$ cat config.mk
export PLATFORM = sky130hd
export DESIGN_NAME = param_up_down_counter
export DESIGN_NICKNAME = d
export VERILOG_FILES = /design/src/rtl/param_up_down_counter_pkg.sv /design/src/rtl/param_up_down_counter_step.sv /design/src/rtl/param_up_down_counter.sv
export SDC_FILE = /design/constraint.sdc
export NUM_CORES = 1
export LEC_CHECK = 0
export ABC_AREA = 1
export CAP_MARGIN = 20
export CORE_AREA = 2 2 39 41
export DETAILED_ROUTE_END_ITERATION = 16
export DIE_AREA = 0 0 41 43
export PLACE_DENSITY = 0.67
export SKIP_CTS_REPAIR_TIMING = 1
export SYNTH_ARGS = -nofsm -noshare
export SYNTH_HDL_FRONTEND = slang
export SYNTH_SLANG_ARGS = --single-unit
$ cat constraint.sdc
create_clock -name clk -period 3.6 [get_ports clk]
set_input_delay 0.72 -clock clk [delete_from_list [all_inputs] [get_ports clk]]
set_output_delay 0.72 -clock clk [all_outputs]
set_load 0.05 [all_outputs]
$ cat src/rtl/param_up_down_counter_pkg.sv
// ============================================================================
// Module      : param_up_down_counter_pkg
// Description : Shared counting-mode encodings and helpers for the
//               parametrised up/down counter and its step logic.
// Revision    : 1.0 - initial release
// ============================================================================
`default_nettype none

package param_up_down_counter_pkg;

    // Counting behaviour once the count reaches a limit in its direction
    localparam int MODE_WRAP   = 0;
    localparam int MODE_SAT    = 1;
    localparam int MODE_BOUNCE = 2;

    // True when a MODE parameter value names one of the supported behaviours
    function automatic bit mode_is_valid(input int mode);
        return (mode == MODE_WRAP) || (mode == MODE_SAT) || (mode == MODE_BOUNCE);
    endfunction

endpackage

`default_nettype wire

$ cat src/rtl/param_up_down_counter_step.sv
// ============================================================================
// Module      : param_up_down_counter_step
// Description : Combinational next-count, next-direction and limit-event
//               logic for one enabled counting step.
// Revision    : 1.0 - initial release
// ============================================================================
`default_nettype none

module param_up_down_counter_step
    import param_up_down_counter_pkg::*;
#(
    parameter int WIDTH     = 4,
    parameter int MAX_VALUE = 15,
    parameter int MODE      = MODE_WRAP
) (
    input  logic [WIDTH-1:0] q,
    input  logic             dir,
    output logic [WIDTH-1:0] q_step,
    output logic             dir_step,
    output logic             limit_event
);

    // One extra bit so MAX_VALUE = 2**WIDTH-1 and the +1/-1 steps never alias
    localparam logic [WIDTH:0] c_max_ext    = (WIDTH+1)'(MAX_VALUE);
    localparam logic [WIDTH:0] c_one_ext    = (WIDTH+1)'(1);
    localparam logic [WIDTH:0] c_max_m1_ext = c_max_ext - c_one_ext;

    logic [WIDTH:0] w_q_ext;
    logic [WIDTH:0] w_up_ext;
    logic [WIDTH:0] w_dn_ext;
    logic [WIDTH:0] w_next_ext;
    logic           w_at_top;
    logic           w_at_bot;
    logic           w_unused_msb;

    assign w_q_ext  = {1'b0, q};
    assign w_up_ext = w_q_ext + c_one_ext;
    assign w_dn_ext = w_q_ext - c_one_ext;
    assign w_at_top = (w_q_ext == c_max_ext);
    assign w_at_bot = (w_q_ext == '0);

    // A limit event is a step that would leave the 0..MAX_VALUE range
    assign limit_event = dir ? w_at_bot : w_at_top;

    // Plain +/-1 step unless at the limit, where the mode decides what happens
    always_comb begin
        w_next_ext = dir ? w_dn_ext : w_up_ext;
        dir_step   = dir;
        if (limit_event) begin
            case (MODE)
                MODE_SAT: begin
                    w_next_ext = w_q_ext;
                end
                MODE_BOUNCE: begin
                    w_next_ext = dir ? c_one_ext : c_max_m1_ext;
                    dir_step   = ~dir;
                end
                default: begin
                    w_next_ext = dir ? c_max_ext : '0;
                end
            endcase
        end
    end

    // In-range results never set the extra bit; it only exists for headroom
    assign q_step       = w_next_ext[WIDTH-1:0];
    assign w_unused_msb = w_next_ext[WIDTH];

endmodule

`default_nettype wire

$ cat src/rtl/param_up_down_counter.sv
// ============================================================================
// Module      : param_up_down_counter
// Description : Parametrised up/down counter with programmable width and
//               modulus, parallel load, wrap/saturate/bounce limit modes,
//               limit flags and a registered terminal-count pulse.
// Revision    : 1.0 - initial release
// ============================================================================
`default_nettype none

module param_up_down_counter
    import param_up_down_counter_pkg::*;
#(
    parameter int WIDTH       = 4,
    parameter int MAX_VALUE   = (1 << WIDTH) - 1,
    parameter int MODE        = MODE_WRAP,
    parameter int RESET_VALUE = 0
) (
    input  logic             clk,
    input  logic             reset,
    input  logic             enable,
    input  logic             go_down,
    input  logic             load,
    input  logic [WIDTH-1:0] load_value,
    output logic [WIDTH-1:0] q_next,
    output logic             at_max,
    output logic             at_min,
    output logic             terminal,
    output logic             dir_down
);

    localparam logic [WIDTH:0]   c_max_ext   = (WIDTH+1)'(MAX_VALUE);
    localparam logic [WIDTH-1:0] c_max_val   = WIDTH'(MAX_VALUE);
    localparam logic [WIDTH-1:0] c_reset_val = WIDTH'(RESET_VALUE);
    localparam bit               c_bounce    = (MODE == MODE_BOUNCE);

    // Reject parameter sets that cannot describe a sensible counter
    generate
        if (MAX_VALUE >= (1 << WIDTH)) begin : g_chk_max_fits
            $error("param_up_down_counter: MAX_VALUE must be below 2**WIDTH");
        end
        if (MAX_VALUE < 1) begin : g_chk_max_min
            $error("param_up_down_counter: MAX_VALUE must be at least 1");
        end
        if ((RESET_VALUE > MAX_VALUE) || (RESET_VALUE < 0)) begin : g_chk_reset
            $error("param_up_down_counter: RESET_VALUE must lie in 0..MAX_VALUE");
        end
        if (!mode_is_valid(MODE)) begin : g_chk_mode
            $error("param_up_down_counter: MODE must be 0, 1 or 2");
        end
    endgenerate

    logic [WIDTH-1:0] r_q;
    logic             r_dir;
    logic             r_terminal;

    logic             w_dir_eff;
    logic [WIDTH-1:0] w_step_q;
    logic             w_step_dir;
    logic             w_limit_event;
    logic [WIDTH-1:0] w_load_clamped;

    // Bounce owns its direction; the other modes follow go_down directly
    assign w_dir_eff = c_bounce ? r_dir : go_down;

    // Loads above the modulus saturate to MAX_VALUE rather than truncating
    assign w_load_clamped = ({1'b0, load_value} > c_max_ext) ? c_max_val : load_value;

    param_up_down_counter_step #(
        .WIDTH     (WIDTH),
        .MAX_VALUE (MAX_VALUE),
        .MODE      (MODE)
    ) u_step (
        .q           (r_q),
        .dir         (w_dir_eff),
        .q_step      (w_step_q),
        .dir_step    (w_step_dir),
        .limit_event (w_limit_event)
    );

    // Count, direction and terminal registers with reset > load > enable > hold
    always_ff @(posedge clk) begin
        if (reset) begin
            r_q        <= c_reset_val;
            r_dir      <= 1'b0;
            r_terminal <= 1'b0;
        end else if (load) begin
            r_q        <= w_load_clamped;
            r_dir      <= c_bounce ? go_down : 1'b0;
            r_terminal <= 1'b0;
        end else if (enable) begin
            r_q        <= w_step_q;
            r_dir      <= c_bounce ? w_step_dir : 1'b0;
            r_terminal <= w_limit_event;
        end else begin
            r_terminal <= 1'b0;
        end
    end

    assign q_next   = r_q;
    assign at_max   = ({1'b0, r_q} == c_max_ext);
    assign at_min   = (r_q == '0);
    assign terminal = r_terminal;
    assign dir_down = w_dir_eff;

endmodule

`default_nettype wire

After elaboration in Yosys (flattened, before gate mapping)
Index checks and enable logic that the tools add are counted.

Output and inout bits: 8. Logic and storage cells: 16. Input port bits: 9. Register bits: 5.

Reduce and logical (&&, ||, !) cells: 4. Add/subtract/negate cells: 2. Equal/unequal tests: 1. Multiplexer cells: 6. Bitwise logic cells: 1.

Operators with widths (count): $mux 4 (5); $logic_not 5->1 (1); $add 4x1->4 const B (1); $eq 4x4->1 const B (1); $logic_not 4->1 (1); $sub 4x1->4 const B (1); $reduce_or 3->1 (1); $reduce_bool 2->1 (1); $mux 1 (1); $not 1->1 (1).

Logic depth before layout (Yosys ltp)
Gate-level depths: netlist of run 1.

Depth in word-level cells: 5. Depth in mapped cells: 9. Depth with buffers taken out: 9.

By module
From an unflattened synthesis of run 1, not the netlist that was laid out.

Cell total of the unflattened synthesis: 74. Area, all modules: 434.2 µm².

Modules (own cells, without submodules): param_up_down_counter (area each 245.2 µm², times used 1, cells each 39, sequential area each 100.1 µm²); param_up_down_counter_step (area each 188.9 µm², times used 1, cells each 35, sequential area each 0.0 µm²).

Least setup slack after synthesis of run 1
Ideal clock, no wire load.

Path kind: register to output. Start: register r_q[3], in the netlist q_next[3]. End: output at_min. Buffers on the path: 1. Stages on the path, launching flop included: 3. Data arrival time: 2.129 ns. Path slack: 0.751 ns. Data required time: 2.880 ns. Cells stage by stage: dfxtp_1 buf_6 nor4_1.

Cells in the longest elaborated chain, start to end: 1.

Ends and longest elaborated chain: start, declared (RTL line param_up_down_counter.sv:52) `logic [WIDTH-1:0] r_q;`; start signal, assigned (RTL line param_up_down_counter.sv:83) `r_q <= c_reset_val;`; start signal, assigned (RTL line param_up_down_counter.sv:87) `r_q <= w_load_clamped;`; start signal, assigned (RTL line param_up_down_counter.sv:91) `r_q <= w_step_q;`; $logic_not 4->1 (RTL line param_up_down_counter.sv:101) `assign at_min = (r_q == '0);`; end, declared (RTL line param_up_down_counter.sv:26) `output logic at_min,`.

Every way passes these cells.

Worst setup path after layout of run 1
Start: input go_down. End: output dir_down.

RTL lines: start, declared (RTL line param_up_down_counter.sv:21) `input logic go_down,`; end, declared (RTL line param_up_down_counter.sv:28) `output logic dir_down`.

No word-level cell between the ends.

==> flow_summary.ini, run 1 <==
[detailed_routing]
antenna_left = 0
post_drt_wl_per_cell_microns = 10.6
totalWireLength_microns = 1030
vias = 450
via_per_inst = 4.64
drt_first_pass_iters = 4
drc = 0
drt_iter0_drc = 10

[power_and_ir_drop]
p_total_mw = 0.233
clkPwrFrac = 0.284
peakVddDrop_uv = 152
p_seq_frac = 0.299
pwr_density_cell_nw_per_um2 = 381
p_comb_frac = 0.418
swShare = 0.392
p_leak_nw = 0.284
switching_power_mw = 0.0914
power.internal_mw = 0.142

[floorplan]
chipHeight_microns = 43
start_util = 0.307
io_pins = 17
core_sq_um = 1380
num_rows = 14
dieArea_sq_um = 1760
fp.dieW_microns = 41

[finish]
antennaDiodeCount = 0
final-seq-area_sq_um = 100
final_cells = 97
syn2layout_area_growth_pct = 44.2
multi_input_area_sq_um = 268
layout-drive-gt1-share = 0.0988
fin_nets = 94
num-fill-cells = 154
fin_area_sq_um = 612

[sta]
relSlewSlack = 0.668
whs_ns = 0.585
hold_violations = 0
finalSetupViolations = 0
timing.fmax_mhz = 338
clock_skew_ns = 0.00427
tightest_slew_ns = 0.496
setup_tns_ns = 0
rsz0062_at_grt = false
min_period_over_period = 0.821
maxSlewViolCount = 0
post-route-min-period_ns = 2.96

[synth]
ys.warnings.count = 0
synthXorXnorAreaFrac = 0.0619
yosys-mux-area-fraction = 0
synth_compound_area_frac = 0.121
synthDistinctLibCells = 24
synth.cell_area_sq_um = 424
syn_nets = 75
synthAdderAreaFrac = 0.106
seq_area_frac_synth = 0.236
synth-seq-cells = 5
syn_avg_cell_area_sq_um = 6.73
synthSimpleGateAreaFrac = 0.342
synth_top_family_by_area = simple AND/OR/NAND/NOR gates
synth_cells = 63

[critical_path]
setup.worst_path.class = in2out
end_kind = primary output
r2r_end = q_next[1]
cp.required_ns = 2.88
r2r-start = q_next[1]
rr_worst_depth = 7
path_cells = clkdlybuf4s50_1 -> clkdlybuf4s50_1
cp_max_fo = 7
cpMostUsedCell = clkdlybuf4s50_1
crit_buf_inv = 2
cpPeakStageDelay_ns = 0.86
crit_family = buffers and inverters
r2r_slack_ns = 2.14
critPathLaunchType = input port
crit_arrival_ns = 2.24
cpMaxStageDelayCell = clkdlybuf4s50_1

[placed_design]
numPortBuffers = 16
dp_hpwl_microns = 831
place.gp.congestion = 0.738
dp.cells = 93
placed_cell_area_sq_um = 586

[clocking]
clk_pin_slew_ns = 0.05
ctsLongestPathBuffers = 2
cts_root_buffer = clkbuf_4
clk_latency_ns = 0.24
cts_tree = yes
numCtsBuffers = 3
clkSinkCount = 5
h-tree-depth = 1

[hold_path]
min_path_cells = 2
hp-start = q_next[1]
hold_path.class = reg2reg
hold_end = q_next[1]

[global_route]
grt_usage = 0.153
grt_max_degree = 8
antenna_found_initial = 0
grt_pass1_wl_microns = 1860
grt_pass1_vias = 432
overflow = 0

[run]
drv_cap = 0

[status]
status = finished, final reports clean
-- registers in the layout (all words and copies together), names as in the netlist --
signal	flops
q_next	4
terminal	1
-- placed cells by master, fill, tap and decap left out --
master,Yosys,routed
nand4_1,1,1
fa_1,1,1
inv_1,8,8
dfxtp_1,5,5
clkdlybuf4s50_1,0,16
a211oi_1,1,1
a31oi_1,1,1
nand2_1,17,17
nor2_1,5,5
nor2_2,1,1
a21oi_1,3,3
nand4_2,1,1
o21ai_0,1,1
nand3_1,3,3
o221ai_1,1,1
inv_2,2,2
clkbuf_1,0,1
a21oi_2,1,1
nor3_1,2,2
xor2_1,1,1
xnor2_1,2,2
clkbuf_4,0,3
ha_1,2,2
or2_0,1,1
nor4_1,1,1
-- per-layer routing --
layer | global-route usage | share of wire | up-vias
met2 | 0.238 | 0.48 | 12
met1 | 0.197 | 0.48 | 201
met5 | 0 | 0 | -
met4 | 0.0400 | 0 | 0
met3 | 0.0471 | 0.038 | 0
li1 | - | - | 237
-- worst max-delay path by stage --
stage          slack, ns  endpoint       from  cells past startpoint
2_1_floorplan       0.75    at_min  q_next[3]                      2
3_3_place_gp        0.69  dir_down    go_down                      2
3_5_place_dp        0.67  dir_down    go_down                      2
4_1_cts             0.66  dir_down    go_down                      2
5_1_grt             0.61  dir_down    go_down                      2
6_report            0.64  dir_down    go_down                      2
-- cells in the mapped netlist, drive strengths merged --
| library cell | instances | area (sq um) |
|---|---|---|
| nor2 | 6 | 25.0 |
| nand3 | 3 | 15.0 |
| nand4 | 2 | 18.8 |
| nand2 | 17 | 63.8 |
| ha | 2 | 25.0 |
| xnor2 | 2 | 17.5 |
| buf | 2 | 18.8 |
| inv | 10 | 37.5 |
| nor3 | 2 | 10.0 |
| a21oi | 4 | 23.8 |
| fa | 1 | 20.0 |
| o21ai | 1 | 5.00 |
| nor4 | 1 | 6.26 |
| o221ai | 1 | 8.76 |
| a211oi | 1 | 7.51 |
| dfxtp | 5 | 100 |
| or2 | 1 | 6.26 |
| a31oi | 1 | 6.26 |
| xor2 | 1 | 8.76 |
-- logic make-up (layout without fill, tap and decap cells) --
family	after synthesis	in the layout
DFF	5	5
adders and majority gates	3	3
AOI/OAI and AO/OA	8	8
and+or+nand+nor	32	32
xor gates and xnor gates	3	3
buffers and inverters	12	30
-- metrics by stage --
step	setup slack [ns]	utilization
CTS	0.660	0.442
detailed placement	0.665	0.423
global placement	0.692	0.423
floorplan	0.751	-
global route	0.609	0.442
finish	0.645	0.442
-- cell type report --
type                    count  share of cell area
multi-input cells          46               0.438
repair buffers             16               0.262
flip-flops and latches      5               0.164
inverters                  10              0.0613
clock buffers               4              0.0429
well taps                  16              0.0327
-- power by group through the flow --
stage	sequential, mW	combinational [mW]	clock, mW
2_1_floorplan	0.0832	0.0543	0
3_3_place_gp	0.0706	0.0959	0
3_5_place_dp	0.0709	0.0975	0
4_1_cts	0.0696	0.0978	0.0677
5_1_grt	0.0705	0.107	0.0733
6_report	0.0696	0.0974	0.0662
Note: power is estimated with default switching activity, not from simulation.
==> inputs of run 2 (changes only) <==
--- a/config.mk
+++ b/config.mk
@@ -10,7 +10,7 @@
 export CORE_AREA = 2 2 39 41
 export DETAILED_ROUTE_END_ITERATION = 16
 export DIE_AREA = 0 0 41 43
-export PLACE_DENSITY = 0.67
+export PLACE_DENSITY = 0.69
 export SKIP_CTS_REPAIR_TIMING = 1
 export SYNTH_ARGS = -nofsm -noshare
 export SYNTH_HDL_FRONTEND = slang
==> constraint.sdc (replaced) <==
create_clock -name clk -period 2.7 [get_ports clk]
set_input_delay 0.54 -clock clk [delete_from_list [all_inputs] [get_ports clk]]
set_output_delay 0.54 -clock clk [all_outputs]
set_load 0.05 [all_outputs]
==> flow_summary.ini, run 2 (synthesis results as in run 1) <==
[hold_path]
hold_end = q_next[1]
hp-start = q_next[1]
min_path_cells = 2
hold_path.class = reg2reg

[sta]
timing.fmax_mhz = 423
post-route-min-period_ns = 2.37
hold_violations = 0
clock_skew_ns = 0.000309
relSlewSlack = 0.672
finalSetupViolations = 0
min_period_over_period = 0.876
rsz0062_at_grt = false
tightest_slew_ns = 0.491
setup_tns_ns = 0
maxSlewViolCount = 0

[finish]
final_cell_mix = 17 x nand2_1, 15 x clkdlybuf4s50_1, 8 x inv_1
layout_commonest_cell = nand2_1
layout-drive-gt1-share = 0.111
syn2layout_area_growth_pct = 43.7
antennaDiodeCount = 0
fin_area_sq_um = 609
final_cells = 97
fin_nets = 94
largest_register_ff_count = 4

[clocking]
numCtsBuffers = 3
clk_pin_slew_ns = 0.04
ctsLongestPathBuffers = 2
cts_root_buffer = clkbuf_4
clkSinkCount = 5
cts_tree = yes
clk_latency_ns = 0.24
h-tree-depth = 1

[power_and_ir_drop]
pwr_density_cell_nw_per_um2 = 503
peakVddDrop_uv = 168
p_total_mw = 0.306
p_leak_nw = 0.285

[floorplan]
num_rows = 14
dieArea_sq_um = 1760
core_sq_um = 1380
chipHeight_microns = 43
fp.dieW_microns = 41
io_pins = 17
start_util = 0.307

[critical_path]
cp_max_fo = 6
critPathLaunchType = register
cp.required_ns = 2.16
setup.worst_path.class = reg2out
r2r_slack_ns = 1.26
rr_worst_depth = 8
r2r-start = q_next[2]
end_kind = primary output
crit_arrival_ns = 1.83
r2r_end = q_next[3]

[detailed_routing]
drt_iter0_drc = 5
antenna_left = 0
totalWireLength_microns = 909
drc = 0
vias = 446
via_per_inst = 4.60
drt_first_pass_iters = 4
post_drt_wl_per_cell_microns = 9.37

[global_route]
grt_max_degree = 8
grt_pass1_wl_microns = 1530
overflow = 0
grt_pass1_vias = 378
antenna_found_initial = 0
grt_usage = 0.122

[placed_design]
dp.cells = 93
placed_cell_area_sq_um = 583
numPortBuffers = 16
place.gp.congestion = 0.735
dp_hpwl_microns = 755

[status]
status = finished, final reports clean

[run]
drv_cap = 0
run 2: changes by cell type in the layout (fill, tap and decap cells not counted):
cell / previous run / this run
clkdlybuf4s50_1: 16 / 15
buf_4: 0 / 1
run 2: worst max-delay path, cell delays in order (launching register included):
cell	delay (ns)
dfxtp_1	0.45
inv_1	0.13
nor3_1	0.18
clkdlybuf4s50_1	0.82
run 2: metrics by stage:
step                      worst slack [ns]  hold WS, ns  utilization
after floorplan                     0.0308        0.602            -
after global placement               0.475        0.556        0.421
after detailed placement             0.462        0.562        0.421
after CTS                            0.325        0.569        0.440
after global routing                 0.244        0.635        0.440
final                                0.334        0.570        0.440
run 2: metal layers:
layer / vias up / wire (microns) / GRT usage
li1: 240 / - / -
met1: 194 / 437 / 0.168
met2: 12 / 428 / 0.188
met3: 0 / 43 / 0.0314
met4: 0 / 0 / 0.0200
met5: - / 0 / 0
run 2: layout make-up:
class / count / area [sq um]
timing repair buffer: 16 / 158
multi-input combinational: 46 / 268
sequential: 5 / 100
clock buffer: 4 / 26.3
inverter: 10 / 37.5
fill: 149 / 774
tap: 16 / 20.0
run 2: worst max path at each step:
stage                   start        end  slack [ns]  depth (start not counted)
floorplan           q_next[3]     at_min        0.03                          2
global placement      go_down  q_next[1]        0.47                          8
detailed placement    go_down  q_next[2]        0.46                          6
CTS                 q_next[1]     at_max        0.32                          3
finish              q_next[1]     at_max        0.33                          3
global route        q_next[1]     at_max        0.24                          3
run 2: power by group:
group	leakage [nW]	internal, mW	switching, mW
combinational	0.229	0.0519	0.0750
clock	0.0150	0.0559	0.0310
sequential	0.0414	0.0804	0.0120
==> inputs of run 3 (changes only) <==
--- a/config.mk
+++ b/config.mk
@@ -11,7 +11,6 @@
 export DETAILED_ROUTE_END_ITERATION = 16
 export DIE_AREA = 0 0 41 43
 export PLACE_DENSITY = 0.69
-export SKIP_CTS_REPAIR_TIMING = 1
 export SYNTH_ARGS = -nofsm -noshare
 export SYNTH_HDL_FRONTEND = slang
 export SYNTH_SLANG_ARGS = --single-unit
==> results of run 3 <==
No change in the layout: final DEF, timing and power equal those of run 2.
